$ cat src/rtl/led_scan_controller.sv
// rtl/led_scan_controller.sv - column scan for the Conway LED array with a one-deep frame buffer
module led_scan_controller #(
    parameter int N             = 5,
    parameter int TICKS_PER_COL = 12000,
    parameter int BLANK_TICKS   = 16
) (
    input  logic                 clk,
    input  logic                 rst,
    input  logic [N*N-1:0]       cells_in,
    input  logic                 cells_valid,
    output logic                 cells_ready,
    output logic                 ena,
    output logic [$clog2(N):0]   x,
    output logic [N*N-1:0]       cells,
    output logic                 frame_done
);

    localparam int MAX_TICKS = (TICKS_PER_COL > BLANK_TICKS) ? TICKS_PER_COL : BLANK_TICKS;
    localparam int CW        = $clog2(MAX_TICKS + 1);
    localparam int XW        = $clog2(N) + 1;

    localparam logic [CW-1:0] T_LAST = CW'(TICKS_PER_COL - 1);
    localparam logic [CW-1:0] B_LAST = CW'(BLANK_TICKS - 1);
    localparam logic [XW-1:0] X_LAST = XW'(N - 1);

    if (N < 1 || N > 8 || TICKS_PER_COL < 1 || BLANK_TICKS < 1) begin : g_bad_params
        initial $error("led_scan_controller: illegal parameters N=%0d TICKS_PER_COL=%0d BLANK_TICKS=%0d",
                       N, TICKS_PER_COL, BLANK_TICKS);
    end

    typedef enum logic {
        BLANK = 1'b0,
        ON    = 1'b1
    } state_t;

    state_t          state;
    state_t          state_next;
    logic [CW-1:0]   cnt;
    logic [CW-1:0]   cnt_next;
    logic            col_end;
    logic            last_col;
    logic            xfer;
    logic            swap;
    logic [N*N-1:0]  shadow;
    logic            pending;

    always_ff @(posedge clk) begin
        if (!rst) begin
            state <= BLANK;
            cnt   <= '0;
        end else begin
            state <= state_next;
            cnt   <= cnt_next;
        end
    end

    always_comb begin
        state_next = state;
        cnt_next   = cnt + 1'b1;
        col_end    = 1'b0;
        case (state)
            BLANK: begin
                if (cnt == B_LAST) begin
                    state_next = ON;
                    cnt_next   = '0;
                end
            end
            ON: begin
                if (cnt == T_LAST) begin
                    state_next = BLANK;
                    cnt_next   = '0;
                    col_end    = 1'b1;
                end
            end
            default: begin
                state_next = BLANK;
                cnt_next   = '0;
            end
        endcase
    end

    assign last_col    = (x == X_LAST);
    assign cells_ready = ~pending;
    assign xfer        = cells_valid && !pending;
    // Transfer requires pending=0 and swap requires pending=1, so they never collide.
    assign swap        = col_end && last_col && pending;

    always_ff @(posedge clk) begin
        if (!rst) begin
            ena        <= 1'b0;
            x          <= '0;
            frame_done <= 1'b0;
            cells      <= '0;
            shadow     <= '0;
            pending    <= 1'b0;
        end else begin
            ena        <= (state_next == ON);
            frame_done <= col_end && last_col;
            if (col_end) begin
                x <= last_col ? '0 : x + 1'b1;
            end
            if (xfer) begin
                shadow  <= cells_in;
                pending <= 1'b1;
            end else if (swap) begin
                cells   <= shadow;
                pending <= 1'b0;
            end
        end
    end

endmodule

$ cat config.mk
export PLATFORM = sky130hd
export DESIGN_NAME = led_scan_controller
export DESIGN_NICKNAME = d
export VERILOG_FILES = /design/src/rtl/led_scan_controller.sv
export SDC_FILE = /design/constraint.sdc
export NUM_CORES = 1
export LEC_CHECK = 0
export ABC_AREA = 1
export BUFFER_PORTS_ARGS = -buffer_cell sky130_fd_sc_hd__clkbuf_2
export CAP_MARGIN = 20
export CELL_PAD_IN_SITES_DETAIL_PLACEMENT = 1
export CELL_PAD_IN_SITES_GLOBAL_PLACEMENT = 1
export CORE_MARGIN = 2
export CORE_UTILIZATION = 41
export CTS_CLUSTER_DIAMETER = 40
export CTS_CLUSTER_SIZE = 40
export DETAILED_ROUTE_END_ITERATION = 16
export HOLD_SLACK_MARGIN = 0.05
export PLACE_DENSITY_LB_ADDON = 0.3
export SLEW_MARGIN = 5
export SYNTH_ARGS = -nofsm -noshare
export SYNTH_HDL_FRONTEND = slang
export SYNTH_SLANG_ARGS = --single-unit
export TNS_END_PERCENT = 1
$ cat constraint.sdc
create_clock -name clk -period 5 [get_ports clk]
set_clock_uncertainty 0.15 [all_clocks]
set_input_delay 0 -clock clk [delete_from_list [all_inputs] [get_ports clk]]
set_output_delay 0 -clock clk [all_outputs]
set_load 0.01 [all_outputs]
### Yosys cells after proc, flatten, opt, wreduce, memory -nomap -nowiden

Cells that the tools add are included.

| operators by class | value |
|---|---|
| reduce and logical (&&, ||, !) cells | 6 |
| bitwise logic cells | 3 |
| muxes and demuxes | 11 |
| eq/ne operators | 3 |
| $add $sub $neg | 2 |

Operator list:

| cell | count |
|---|---|
| 2-to-1 mux 14 bit | 2 |
| case mux 14 bit (2 select lines) | 1 |
| adder 14 x 1 -> 14 bit, second input constant | 1 |
| equality test 14 bit, second input constant | 1 |
| equality test 14 x 4 -> 1 bit, second input constant | 1 |
| 2-to-1 mux 1 bit | 6 |
| adder 4 x 1 -> 4 bit, second input constant | 1 |
| equality test 4 x 3 -> 1 bit, second input constant | 1 |
| 2-to-1 mux 4 bit | 1 |
| logical AND 1 bit | 3 |
| inverter 1 bit | 3 |
| case mux 1 bit (2 select lines) | 1 |
| AND reduction 2 bit | 1 |
| nonzero test 2 bit | 1 |
| logical NOT 1 bit | 1 |

| word-level totals | value |
|---|---|
| bits of input ports | 28 |
| register bits after elaboration | 71 |

### Depth between registers and ports, before layout

| depth | value |
|---|---|
| word-level depth | 7 |
| mapped depth | 9 |
| mapped depth without buffers | 8 |

### Worst setup path after synthesis

No wires, ideal clock.

| path | value |
|---|---|
| path type | flip-flop to flip-flop |
| start | reg cnt[0] |
| end | reg cnt[10] |
| slack | 3.337 ns |
| period minus slack after synthesis | 1.663 ns |
| setup time | 0.117 ns |
| cell stages (with the launch flop) | 9 |
| arrival | 1.396 ns |
| cell sequence | dfxtp_1 ha_1 nand3_1 nor2_2 inv_1 nor2_2 nor2_1 nand2_2 nor2_1 |

| between the ends | value |
|---|---|
| word-level cells in the longest chain between the ends | 3 |

Ends and longest elaborated chain:

| item | RTL line | source |
|---|---|---|
| start: declaration | 38 | `logic [CW-1:0] cnt;` |
| start signal: assignment | 53 | `cnt <= cnt_next;` |
| adder 14 x 1 -> 14 bit, or another cell as far along | 59 | `cnt_next = cnt + 1'b1;` |
| 2-to-1 mux 14 bit, on equally long branches | 69, 63 |  |
| case mux 14 bit (2 select lines) * | 61 | `case (state)` |

Every way passes the cells marked *; elsewhere a longest branch is shown, timed or not.
A chain may end at the register's enable or synchronous reset.

### Worst setup path after layout

| path | value |
|---|---|
| start | reg cnt[0] |
| end | reg cells[23] |

| between the ends | value |
|---|---|
| word-level cells in the longest chain between the ends | 6 |

Ends and longest elaborated chain:

| item | RTL line | source |
|---|---|---|
| equality test 14 bit | 69 | `if (cnt == T_LAST) begin` |
| 2-to-1 mux 1 bit | 69 |  |
| 2-to-1 mux 1 bit | 61 |  |
| logical AND 1 bit (2 in a row) | 86 | `assign swap = col_end && last_col && pending;` |
| AND reduction 2 bit (no line) | - |  |
| end signal: assignment | 106 | `cells <= shadow;` |
| end: declaration | 14 | `output logic [N*N-1:0] cells,` |

Every way passes these cells.

==> flow_summary.json <==
{
  "firstDrtPassIters": 4,
  "yosysSeqAreaShare": 0.475,
  "dpl_cell_area_sq_um": 3330,
  "tightest_slew_ps": 996,
  "worstHoldStart": "cells_in[7]",
  "avgSynthCellArea_sq_um": 6.95,
  "clk-insertion-delay-late_ps": 340,
  "layout_worst_path_cycle_share": 0.472,
  "path_class": "flop to flop",
  "synthMuxAreaShare": 0,
  "area_delta_synth_final_pct": 28.2,
  "grt-ovfl-total": 0,
  "synthSimpleGateAreaFrac": 0.346,
  "final_nets": 543,
  "p_per_area_nw_per_um2": 322,
  "placementRows": 31,
  "p_leak_nw": 1.87,
  "layout_min_cycle_time_ps": 2360,
  "root_buffer": "clkbuf_8",
  "cap_violations": 0,
  "finalNonFillerCells": 616,
  "io_pins": 60,
  "dpl.cell_count": 574,
  "gr-usage-all-layers": 0.210,
  "antenna_left": 0,
  "cp-end-kind": "flop",
  "drv_slew": 0,
  "cts_setup_buffers": 0,
  "r2r_start": "cnt[0]$_SDFF_PN0_",
  "synth_xor_xnor_area_share": 0.0176,
  "synthAdderAreaFrac": 0.0125,
  "portBuffers": 59,
  "status": "completed",
  "dp_hpwl_mm": 5.12,
  "wl_mm": 8.23,
  "synth-compound-area-share": 0.0618,
  "final-setup-viol-count": 0,
  "synth.distinct_cells": 26,
  "synth_top_family_by_area": "simple AND/OR/NAND/NOR gates",
  "antenna_found_initial": 0,
  "vias": 2957,
  "design_area_sq_um": 3840,
  "holdPathStages": 4,
  "fillers": 951,
  "p_total_mw": 1.23,
  "clkSinkCount": 71,
  "cts_buffers": 9,
  "layout_setup_ws_ps": 2640,
  "whs_ps": 272,
  "clk_pin_slew_ps": 80,
  "dieArea_sq_um": 8000,
  "ys_ff_latch": 71,
  "syn-num-nets": 462,
  "yosys_warnings": 0,
  "fmax_mhz": 424,
  "wl_per_cell_microns": 13.4,
  "fin_util": 0.535,
  "crit_path_start_kind": "flop",
  "initial_core_util": 0.417,
  "grt_pass1_wl_mm": 13.0,
  "core_area_sq_um": 7180,
  "grt_max_degree": 55,
  "place.gp.congestion": 0.819,
  "crit_required_ps": 5100,
  "hold_viol": 0,
  "drc": 0,
  "die_height_microns": 89.5,
  "synth_area_sq_um": 2990,
  "first_iter_violations": 63,
  "crit_fanout": 51,
  "grt_pass1_vias": 2898,
  "rr_endpoint": "cells[23]$_SDFFE_PN0P_",
  "rsz0062_at_grt": "false",
  "insertedDiodeCount": 0,
  "cts_tree": "done",
  "min_path_type": "primary input to flop",
  "die_x_microns": 89.5,
  "htree_levels": 3,
  "slew_headroom": 0.336,
  "layout-drive-gt1-share": 0.166,
  "ir_drop_v": 0.000204,
  "vias_per_cell": 4.80,
  "clock_path_buffers": 2,
  "min_to": "shadow[7]$_SDFFE_PN0P_",
  "synthCells": 431,
  "place_ws_ps": 2730,
  "setup_tns_ps": 0,
  "r2r_cells": 7,
  "rrSetupSlack_ps": 2640,
  "crit_arrival_ps": 2460
}
## worst max-delay path, stage by stage (launching register included)
cell,delay (ps)
dfxtp_1,400
ha_1,230
nand3_1,160
nor2_2,240
nand4_4,590
nand2_1,210
nand2_1,80
nor2_1,210
## final cells by class
type                            instances  area (sq um)  share of cell area
Multi-Input combinational cell        298          1320               0.343
Inverter                               47           176              0.0460
Clock inverter                          5           104              0.0271
Sequential cell                        71          1420               0.370
Timing Repair Buffer                   85           556               0.145
Clock buffer                           11           141              0.0368
Tap cell                               99           124              0.0323
## worst max path at each step
stage / start / to / depth (start not counted) / slack, ps
2_1_floorplan: cnt[0]$_SDFF_PN0_ / cnt[10]$_SDFF_PN0_ / 8 / 3340
3_3_place_gp: cnt[0]$_SDFF_PN0_ / cells[7]$_SDFFE_PN0P_ / 6 / 2790
3_5_place_dp: cnt[0]$_SDFF_PN0_ / cells[14]$_SDFFE_PN0P_ / 7 / 2730
4_1_cts: cnt[0]$_SDFF_PN0_ / cells[0]$_SDFFE_PN0P_ / 7 / 2690
5_1_grt: cnt[0]$_SDFF_PN0_ / cells[23]$_SDFFE_PN0P_ / 7 / 2370
6_report: cnt[0]$_SDFF_PN0_ / cells[23]$_SDFFE_PN0P_ / 7 / 2640
## synth_stat cells (all sizes together)
library cell / instances / area share
nor2: 144 / 0.18
nand4: 4 / 0.013
a21oi: 5 / 0.0084
dfxtp: 71 / 0.47
clkbuf: 8 / 0.010
o21bai: 1 / 0.0025
inv: 47 / 0.059
ha: 3 / 0.013
nand3b: 1 / 0.0025
xor2: 6 / 0.018
nand2: 80 / 0.10
nor3: 3 / 0.0067
and3: 1 / 0.0021
nand3: 19 / 0.032
o211ai: 1 / 0.0025
nor3b: 1 / 0.0025
o21ai: 29 / 0.048
buf: 7 / 0.018
## what timing repair did
item,4_1_cts,5_1_grt
hold buffers,26,0
endpoints found under the setup margin,0,0
endpoints found under the hold margin,26,0
gates resized for setup,0,0
## layer usage
metal	track usage	share of wire
met3	0.0369	0.027
met1	0.244	0.43
met4	0.0611	0.012
met2	0.392	0.53
met5	0	0
## power breakdown
group	leakage [nW]	switching, mW	internal, mW
Combinational	1.17	0.0389	0.0321
Clock	0.124	0.222	0.347
Sequential	0.578	0.0110	0.584
## flip-flops by register name (all words and copies together), names as in the netlist
signal,flops
cells,25
pending,1
frame_done,1
shadow,25
cnt,14
ena,1
x,4
## cells in the final DEF (no fill, tap or decap), drive strengths merged
cell and instances:
a21oi 5, and3 1, bufinv 3, clkbuf 70, clkinv 1, dfxtp 71
dlygate4sd3 26, ha 3, inv 48, nand2 80, nand3 19, nand3b 1
nand4 4, nor2 144, nor3 3, nor3b 1, o211ai 1, o21ai 29
o21bai 1, xor2 6
## logic make-up (layout without fill, tap and decap cells)
logic type                 Yosys count  count (layout)
adders and majority gates            3               3
AOI/OAI and AO/OA                   36              36
and+or+nand+nor                    253             253
DFF                                 71              71
buffers and inverters               62             148
xor gates and xnor gates             6               6
No activity file was read; power rests on OpenSTA's default activity.
